<file path="src/rtl/reg_dump.sv">
// Register-file dump sequencer: reads greg two registers at a time and streams
// every register out as (number, value) words over a valid/ready handshake.
module reg_dump #(
    parameter int unsigned NREG = 32,
    parameter int unsigned DW   = 32
) (
    input  logic          clk,
    input  logic          rst,
    input  logic          start,
    input  logic          abort,
    output logic [4:0]    read1,
    output logic [4:0]    read2,
    input  logic [DW-1:0] data1,
    input  logic [DW-1:0] data2,
    output logic          out_valid,
    input  logic          out_ready,
    output logic [4:0]    out_num,
    output logic [DW-1:0] out_data,
    output logic          busy,
    output logic          done
);

    localparam int unsigned AW = 5;
    localparam logic [AW-1:0] LAST_BASE = AW'(NREG - 2);

    typedef enum logic [2:0] {
        IDLE,
        READ,
        SEND0,
        SEND1,
        DONE
    } state_t;

    state_t        state, state_n;
    logic [AW-1:0] idx, idx_n;
    logic [DW-1:0] buf1, buf1_n;
    logic [AW-1:0] read1_n, read2_n;
    logic          out_valid_n;
    logic [AW-1:0] out_num_n;
    logic [DW-1:0] out_data_n;
    logic          done_n;

    // State and registered outputs; out_data doubles as the port-1 capture buffer.
    always_ff @(posedge clk) begin
        if (rst) begin
            state     <= IDLE;
            idx       <= '0;
            buf1      <= '0;
            read1     <= '0;
            read2     <= '0;
            out_valid <= 1'b0;
            out_num   <= '0;
            out_data  <= '0;
            busy      <= 1'b0;
            done      <= 1'b0;
        end else begin
            state     <= state_n;
            idx       <= idx_n;
            buf1      <= buf1_n;
            read1     <= read1_n;
            read2     <= read2_n;
            out_valid <= out_valid_n;
            out_num   <= out_num_n;
            out_data  <= out_data_n;
            busy      <= (state_n != IDLE);
            done      <= done_n;
        end
    end

    // Next state plus next values of every registered output.
    always_comb begin
        state_n     = state;
        idx_n       = idx;
        buf1_n      = buf1;
        read1_n     = '0;
        read2_n     = '0;
        out_valid_n = 1'b0;
        out_num_n   = out_num;
        out_data_n  = out_data;
        done_n      = 1'b0;

        unique case (state)
            IDLE: begin
                if (start && !abort) begin
                    idx_n   = '0;
                    read2_n = AW'(1);
                    state_n = READ;
                end
            end
            READ: begin
                buf1_n      = data2;
                out_valid_n = 1'b1;
                out_num_n   = idx;
                out_data_n  = data1;
                state_n     = SEND0;
            end
            SEND0: begin
                out_valid_n = 1'b1;
                if (out_ready) begin
                    out_num_n  = idx + AW'(1);
                    out_data_n = buf1;
                    state_n    = SEND1;
                end
            end
            SEND1: begin
                out_valid_n = 1'b1;
                if (out_ready) begin
                    out_valid_n = 1'b0;
                    if (idx == LAST_BASE) begin
                        done_n  = 1'b1;
                        state_n = DONE;
                    end else begin
                        idx_n   = idx + AW'(2);
                        read1_n = idx_n;
                        read2_n = idx_n + AW'(1);
                        state_n = READ;
                    end
                end
            end
            DONE: begin
                state_n = IDLE;
            end
            default: begin
                state_n = IDLE;
            end
        endcase

        // Abort wins over everything except reset.
        if (abort && (state != IDLE)) begin
            state_n     = IDLE;
            out_valid_n = 1'b0;
            done_n      = 1'b0;
            read1_n     = '0;
            read2_n     = '0;
        end
    end

endmodule

</file>
<file path="config.mk">
export PLATFORM = sky130hd
export DESIGN_NAME = reg_dump
export DESIGN_NICKNAME = d
export VERILOG_FILES = /design/src/rtl/reg_dump.sv
export SDC_FILE = /design/constraint.sdc
export NUM_CORES = 1
export LEC_CHECK = 0
export CORE_AREA = 2 2 89 91
export DETAILED_ROUTE_END_ITERATION = 10
export DIE_AREA = 0 0 91 93
export DONT_BUFFER_PORTS = 1
export SETUP_SLACK_MARGIN = 0.5
export SYNTH_ARGS = -nofsm -noshare
export SYNTH_HDL_FRONTEND = slang
export SYNTH_SLANG_ARGS = --single-unit
</file>
<file path="constraint.sdc">
create_clock -name clk -period 4.7 [get_ports clk]
set_clock_uncertainty 0.15 [all_clocks]
set_input_delay 0.94 -clock clk [delete_from_list [all_inputs] [get_ports clk]]
set_output_delay 0.94 -clock clk [all_outputs]
set_load 0.005 [all_outputs]
</file>
==> results of run 1 <==
-- worst min path at each step --
stage | startpoint | endpoint | slack, ps
after floorplan | buf1[0] | buf1[0] | 290
after global placement | buf1[14] | buf1[14] | 290
after detailed placement | buf1[20] | buf1[20] | 290
after CTS | buf1[20] | buf1[20] | 300
after global routing | buf1[20] | buf1[20] | 320
final | buf1[5] | buf1[5] | 300
-- synthesized netlist by cell type (2+ instances only) --
master	count	area (um^2)
sky130_fd_sc_hd__nor2_1	40	150.1
sky130_fd_sc_hd__o21ai_0	2	10.01
sky130_fd_sc_hd__mux2i_1	32	320.3
sky130_fd_sc_hd__nor3_1	8	40.04
sky130_fd_sc_hd__nand2b_1	5	31.28
sky130_fd_sc_hd__dfxtp_1	88	1762
sky130_fd_sc_hd__buf_6	2	22.52
sky130_fd_sc_hd__nand2_1	74	277.8
sky130_fd_sc_hd__or3_1	2	12.51
sky130_fd_sc_hd__or2_1	2	12.51
sky130_fd_sc_hd__buf_2	12	60.06
sky130_fd_sc_hd__ha_1	2	25.02
sky130_fd_sc_hd__a2111oi_0	2	17.52
sky130_fd_sc_hd__inv_1	2	7.510
sky130_fd_sc_hd__nor4_1	2	12.51
sky130_fd_sc_hd__clkbuf_1	16	60.06
sky130_fd_sc_hd__a211oi_1	32	240.2
sky130_fd_sc_hd__a21oi_1	40	200.2
-- power groups by stage --
stage               combinational, mW  sequential [mW]  clock, mW
global placement               0.0854            0.819          0
CTS                            0.0889            0.802      0.581
finish                         0.0877            0.801      0.564
global route                    0.102            0.805      0.613
detailed placement             0.0890            0.819          0
floorplan                      0.0860            0.812          0
-- state kept, by name (all words and copies together), names as in the netlist --
name,count
busy,1
out_valid,1
buf1,32
idx,4
read2,5
state,3
out_data,32
done,1
out_num,5
read1,4
-- per-layer routing --
layer / vias up / GRT usage / part of all wire
li1: 1294 / - / -
met1: 1152 / 0.2395 / 0.45
met2: 84 / 0.2796 / 0.45
met3: 12 / 0.07333 / 0.081
met4: 0 / 0.08207 / 0.017
met5: - / 0 / 0
-- kinds of logic (layout without fill, tap and decap cells) --
family                     Yosys count  after routing  share of synthesized area
AOI/OAI and AO/OA                   85             85                     0.1567
xor gates and xnor gates             1              1                   0.002551
adders and majority gates            2              2                   0.007287
other                                1              1                   0.001092
muxes                               32             32                    0.09330
and+or+nand+nor                    142            142                     0.1800
buffers and inverters               33             20                    0.04592
DFF                                 88             88                     0.5131
-- cell type report --
type                    instances  share of cell area
repair buffers                  2            0.004117
well taps                     102             0.03499
multi-input cells             263              0.4172
clock inverters                 3             0.01784
clock buffers                  13             0.04082
inverters                       2            0.002058
flip-flops and latches         88              0.4830
-- metrics by stage --
| step | utilization | worst slack, ps |
|---|---|---|
| 6_report | 0.4845 | 1691 |
| 5_1_grt | 0.4845 | 1355 |
| 4_1_cts | 0.4845 | 1656 |
| 3_5_place_dp | 0.4561 | 1668 |
| 3_3_place_gp | 0.4561 | 1808 |
| 2_1_floorplan | - | 2632 |
-- worst max-delay path, delay by kind of cell, from the launching register on --
kind / cells / cell delay, ps
compound gates: 2 / 1300
simple gates: 2 / 940
flops: 1 / 500
==> impl_metrics.py, run 1 <==
metrics = {
    "detailed_routing": {
        "drc": 0,
        "drt_wl_total_um": 7826,
        "detailroute.via_count": 2542,
        "ant_nets": 0,
        "drt-vias-per-instance": 5.374,
        "initialDrtViolationCount": 97,
        "detailedRoute.firstPassIterationCount": 4,
        "routedWlPerCell_um": 16.55,
    },
    "layout": {
        "area_of_all_placed_cells_without_fillers_um2": 3647,
        "synthToLayoutAreaGrowth_pct": 6.232,
        "nets": 437,
        "most_common_library_cell_in_the_layout_ignoring_fill_and_taps": "sky130_fd_sc_hd__dfxtp_1",
        "n_antenna_cell": 0,
        "finish.cell_count_without_fillers": 473,
        "mostFrequentLayoutCells": "sky130_fd_sc_hd__dfxtp_1, sky130_fd_sc_hd__nand2_1, sky130_fd_sc_hd__nor2_1, sky130_fd_sc_hd__a21oi_1",
        "final.fill_count": 764,
        "multi_input_comb_area_um2": 1521,
        "post_route_cells_drive_above_1_share": 0.05121,
        "regArea_um2": 1762,
    },
    "place": {
        "dp.cells": 457,
        "io_buffer_count": 0,
        "dpl.hpwl_um": 5118,
        "finalWeightedCongestion": 0.8043,
        "postPlaceCellArea_um2": 3433,
    },
    "critical_path": {
        "r2r.worst_path.cells": 4,
        "start_point_of_the_critical_path": "state[1]",
        "critical_path_data_arrival_time_ps": 3120,
        "crit_path_end": "out_data[3]",
        "regToRegEndpoint": "out_data[3]",
        "maximum_net_fanout_on_the_critical_path": 68,
        "setup.worst_path.class": "flip-flop to flip-flop",
        "worst_setup_path_end_kind": "flip-flop",
        "cp_peak_stage_delay_ps": 1030,
        "cp.required_ps": 4810,
        "critical_path.startpoint_type": "flip-flop",
        "cp_slowest_cell": "sky130_fd_sc_hd__a21o_2",
        "worstPathCellList": "nor3b_4, a21o_2, nor2_1, a211oi_1",
        "r2r_setup_slack_ps": 1690,
        "worstReg2RegStart": "state[1]",
    },
    "pwr": {
        "p_sw_frac": 0.2232,
        "internal_power_mw": 1.128,
        "power.combinational.fraction": 0.060,
        "leakagePower_nw": 1.180,
        "p_seq_frac": 0.552,
        "total_switching_power_mw": 0.3242,
        "pwr_density_cell_nw_per_um2": 398.3,
        "clockPowerShare": 0.388,
        "vdd.ir_drop.worst_v": 0.0001414,
        "p_total_mw": 1.453,
    },
    "cts": {
        "latest_clock_arrival_within_the_worst_skew_pair_ps": 350,
        "clock_tree.root_cell": "sky130_fd_sc_hd__clkbuf_8",
        "cts_hold_buffers": 0,
        "postcts_setup_bufs": 0,
        "cts_tree": "built",
        "cts_inserted_buffers": 9,
        "ctsHtreeMaxLevel": 3,
        "cts_repair_resize_count": 0,
        "cts.clk_slew.worst_paths_ps": 80,
        "clock_sinks": 88,
        "cts_max_path_buffers": 2,
    },
    "timing": {
        "worst_slew_pin_slew_ps": 1290,
        "timing.max_slew.rel_slack": 0.1378,
        "fmax_mhz": 332.4,
        "final.setup.tns_ps": 0,
        "finalSetupViolCount": 0,
        "hold_violations": 0,
        "min_period_ps": 3009,
        "rsz0062_at_grt": "no",
        "report.final.slew_viol_count": 0,
        "min_period_over_period": 0.6401,
        "fin_hold_ws_ps": 301.8,
    },
    "global_route": {
        "largest_net_degree_at_the_start_of_global_routing": 78,
        "grt_antenna_before_repair": 0,
        "grt_pass1_vias": 2465,
        "global_route_wire_length_before_repair_um": 12350,
        "groute.usage.overall": 0.1869,
        "grt.overflow.total": 0,
    },
    "logic_synthesis": {
        "synth.net_count": 455,
        "synth_warnings": 0,
        "async_reset_ff_frac": 0,
        "postSynthCellCount": 384,
        "ys_seq_elements": 88,
        "synth.distinct_cells": 39,
        "synth_enable_flop_cells": 0,
        "synth-seq-area-share": 0.5131,
        "synth_area_per_cell_um2": 8.941,
        "synthesis.area_um2": 3433,
        "synth_flop_cell": "sky130_fd_sc_hd__dfxtp_1",
    },
    "floorplanning": {
        "die_area_um2": 8463,
        "placeableCoreArea_um2": 7527,
        "initial_core_util": 0.4561,
        "pin_count": 119,
        "fp-row-count": 32,
        "die_width_um": 91,
        "die_h_um": 93,
    },
    "run": {
        "max-cap-violations": 0,
    },
    "worst_hold_path": {
        "worst_hold_path.num_cells": 2,
        "holdCritPathClass": "flip-flop to flip-flop",
    },
    "outcome": {
        "run_status": "complete, no violations",
    },
}
Power figures use the tool's default switching activity.
==> run 2: changes to the inputs <==
==> constraint.sdc (replaced) <==
create_clock -name clk -period 3.05 [get_ports clk]
set_clock_uncertainty 0.15 [all_clocks]
set_input_delay 0.61 -clock clk [delete_from_list [all_inputs] [get_ports clk]]
set_output_delay 0.61 -clock clk [all_outputs]
set_load 0.005 [all_outputs]
==> impl_metrics.py, run 2 (synthesized netlist as in run 1, its figures left out) <==
metrics = {
    "outcome": {
        "run_status": "complete, no violations",
    },
    "detailed_routing": {
        "detailedRoute.firstPassIterationCount": 4,
        "initialDrtViolationCount": 59,
        "detailroute.wirelength.met2_um": 3519,
        "ant_nets": 0,
        "drc": 0,
        "drt-vias-per-instance": 5.358,
        "drt-met1-wl_um": 3359,
        "highest_layer": "met4",
        "detailroute.via_count": 2545,
        "dr_wl_met3_um": 564,
        "drt_wl_total_um": 7519,
        "routedWlPerCell_um": 15.83,
    },
    "timing": {
        "fmax_mhz": 464.1,
        "min_period_ps": 2155,
        "fin_hold_ws_ps": 183.3,
        "min_period_over_period": 0.7064,
        "report.final.slew_viol_count": 0,
        "hold_violations": 0,
        "final.setup.tns_ps": 0,
        "finalSetupViolCount": 0,
        "rsz0062_at_grt": "no",
        "postLayoutSetupSlackWorst_ps": 895.5,
    },
    "floorplanning": {
        "die_width_um": 91,
        "initial_core_util": 0.4561,
        "placeableCoreArea_um2": 7527,
        "pin_count": 119,
        "die_h_um": 93,
        "fp-row-count": 32,
        "die_area_um2": 8463,
    },
    "critical_path": {
        "critical_path.startpoint_type": "flip-flop",
        "cp.required_ps": 3150,
        "maximum_net_fanout_on_the_critical_path": 42,
        "r2r_setup_slack_ps": 900,
        "regToRegEndpoint": "out_data[12]",
        "start_point_of_the_critical_path": "state[1]",
        "worst_setup_path_end_kind": "flip-flop",
        "critical_path_data_arrival_time_ps": 2250,
        "crit_path_end": "out_data[12]",
        "worstReg2RegStart": "state[1]",
        "r2r.worst_path.cells": 6,
        "setup.worst_path.class": "flip-flop to flip-flop",
    },
    "layout": {
        "most_common_library_cell_in_the_layout_ignoring_fill_and_taps": "sky130_fd_sc_hd__dfxtp_1",
        "post_route_cells_drive_above_1_share": 0.06166,
        "reg.largest.list": "buf1 (32), out_data (32)",
        "nets": 440,
        "regArea_um2": 1762,
        "multi_input_comb_area_um2": 1528,
        "n_antenna_cell": 0,
        "mostFrequentLayoutCells": "sky130_fd_sc_hd__dfxtp_1, sky130_fd_sc_hd__nand2_1, sky130_fd_sc_hd__nor2_1, sky130_fd_sc_hd__a21oi_1",
        "final.fill_count": 756,
        "synthToLayoutAreaGrowth_pct": 6.633,
    },
    "cts": {
        "clock_tree.root_cell": "sky130_fd_sc_hd__clkbuf_8",
        "cts_inserted_buffers": 9,
        "clock_sinks": 88,
        "latest_clock_arrival_within_the_worst_skew_pair_ps": 340,
        "cts_tree": "built",
        "cts.clk_slew.worst_paths_ps": 80,
        "cts_max_path_buffers": 2,
        "ctsHtreeMaxLevel": 3,
    },
    "place": {
        "io_buffer_count": 0,
        "dpl_worst_slack_ps": 706.2,
        "dpl.hpwl_um": 5109,
        "finalWeightedCongestion": 0.7719,
    },
    "pwr": {
        "p_sw_frac": 0.2290,
        "clockPowerShare": 0.359,
        "leakagePower_nw": 1.190,
        "total_switching_power_mw": 0.4906,
        "p_seq_frac": 0.577,
        "power.combinational.fraction": 0.064,
        "pwr_density_cell_nw_per_um2": 585.2,
        "p_total_mw": 2.142,
        "internal_power_mw": 1.652,
        "vdd.ir_drop.worst_v": 0.0002186,
    },
    "global_route": {
        "groute.usage.overall": 0.1773,
        "grt_pass1_vias": 2459,
        "grt.overflow.total": 0,
        "largest_net_degree_at_the_start_of_global_routing": 78,
        "grt_antenna_before_repair": 0,
        "global_route_wire_length_before_repair_um": 12010,
    },
    "worst_hold_path": {
        "holdCritPathClass": "input pin to flip-flop",
    },
    "run": {
        "max-cap-violations": 0,
    },
}
## run 2: cell count changes in the layout (fill, tap and decap cells not counted), sizes merged
| cell | before | now |
|---|---|---|
| clkinv | 1 | 3 |
| bufinv | 2 | 1 |
| clkbuf | 13 | 11 |
| buf | 2 | 5 |
## run 2: final cells by class
type	count	area share
clock buffer	11	0.03862
inverter	2	0.002051
clock inverter	4	0.01230
timing repair buffer	5	0.01367
sequential	88	0.4812
multi-input combinational	263	0.4173
tap	102	0.03486
## run 2: per-stage QoR
stage / util / instances / instance area (um^2)
final: 0.4864 / 475 / 3661
after global routing: 0.4864 / 475 / 3661
after CTS: 0.4855 / 475 / 3655
after detailed placement: 0.4608 / 460 / 3468
after global placement: 0.4608 / 460 / 3468
after floorplan: - / 384 / 3433
## run 2: worst min-delay path by stage
stage	from	to	slack, ps	depth (start not counted)
after floorplan	buf1[0]	buf1[0]	290	2
after global placement	buf1[14]	buf1[14]	290	2
after detailed placement	buf1[14]	buf1[14]	290	2
after CTS	abort	state[1]	160	1
after global routing	rst	buf1[5]	160	1
final	abort	state[1]	180	1
## run 2: timing repair
| action | CTS | global route |
|---|---|---|
| hold buffers | 0 | 0 |
| setup buffers | 0 | 0 |
| gates resized for setup | 0 | 1 |
| endpoints found under the setup margin | 0 | 8 |
## run 2: routing by layer
metal	GRT usage	up-vias
met3	0.05802	8
met4	0.06818	0
met2	0.2827	87
li1	-	1293
met5	0	-
met1	0.2239	1157
## run 2: worst max-delay path, stage by stage, from the launching register on
cell,delay (ps)
sky130_fd_sc_hd__dfxtp_1,510
sky130_fd_sc_hd__nor3b_4,250
sky130_fd_sc_hd__buf_4,270
sky130_fd_sc_hd__a21o_4,330
sky130_fd_sc_hd__buf_12,240
sky130_fd_sc_hd__nor2_1,60
sky130_fd_sc_hd__a211oi_1,240
## run 2: power groups by stage
| stage | Combinational, mW | Clock [mW] | Sequential [mW] |
|---|---|---|---|
| floorplan | 0.133 | 0 | 1.25 |
| global placement | 0.136 | 0 | 1.26 |
| detailed placement | 0.140 | 0 | 1.26 |
| CTS | 0.140 | 0.798 | 1.24 |
| global route | 0.161 | 0.843 | 1.24 |
| finish | 0.138 | 0.769 | 1.24 |
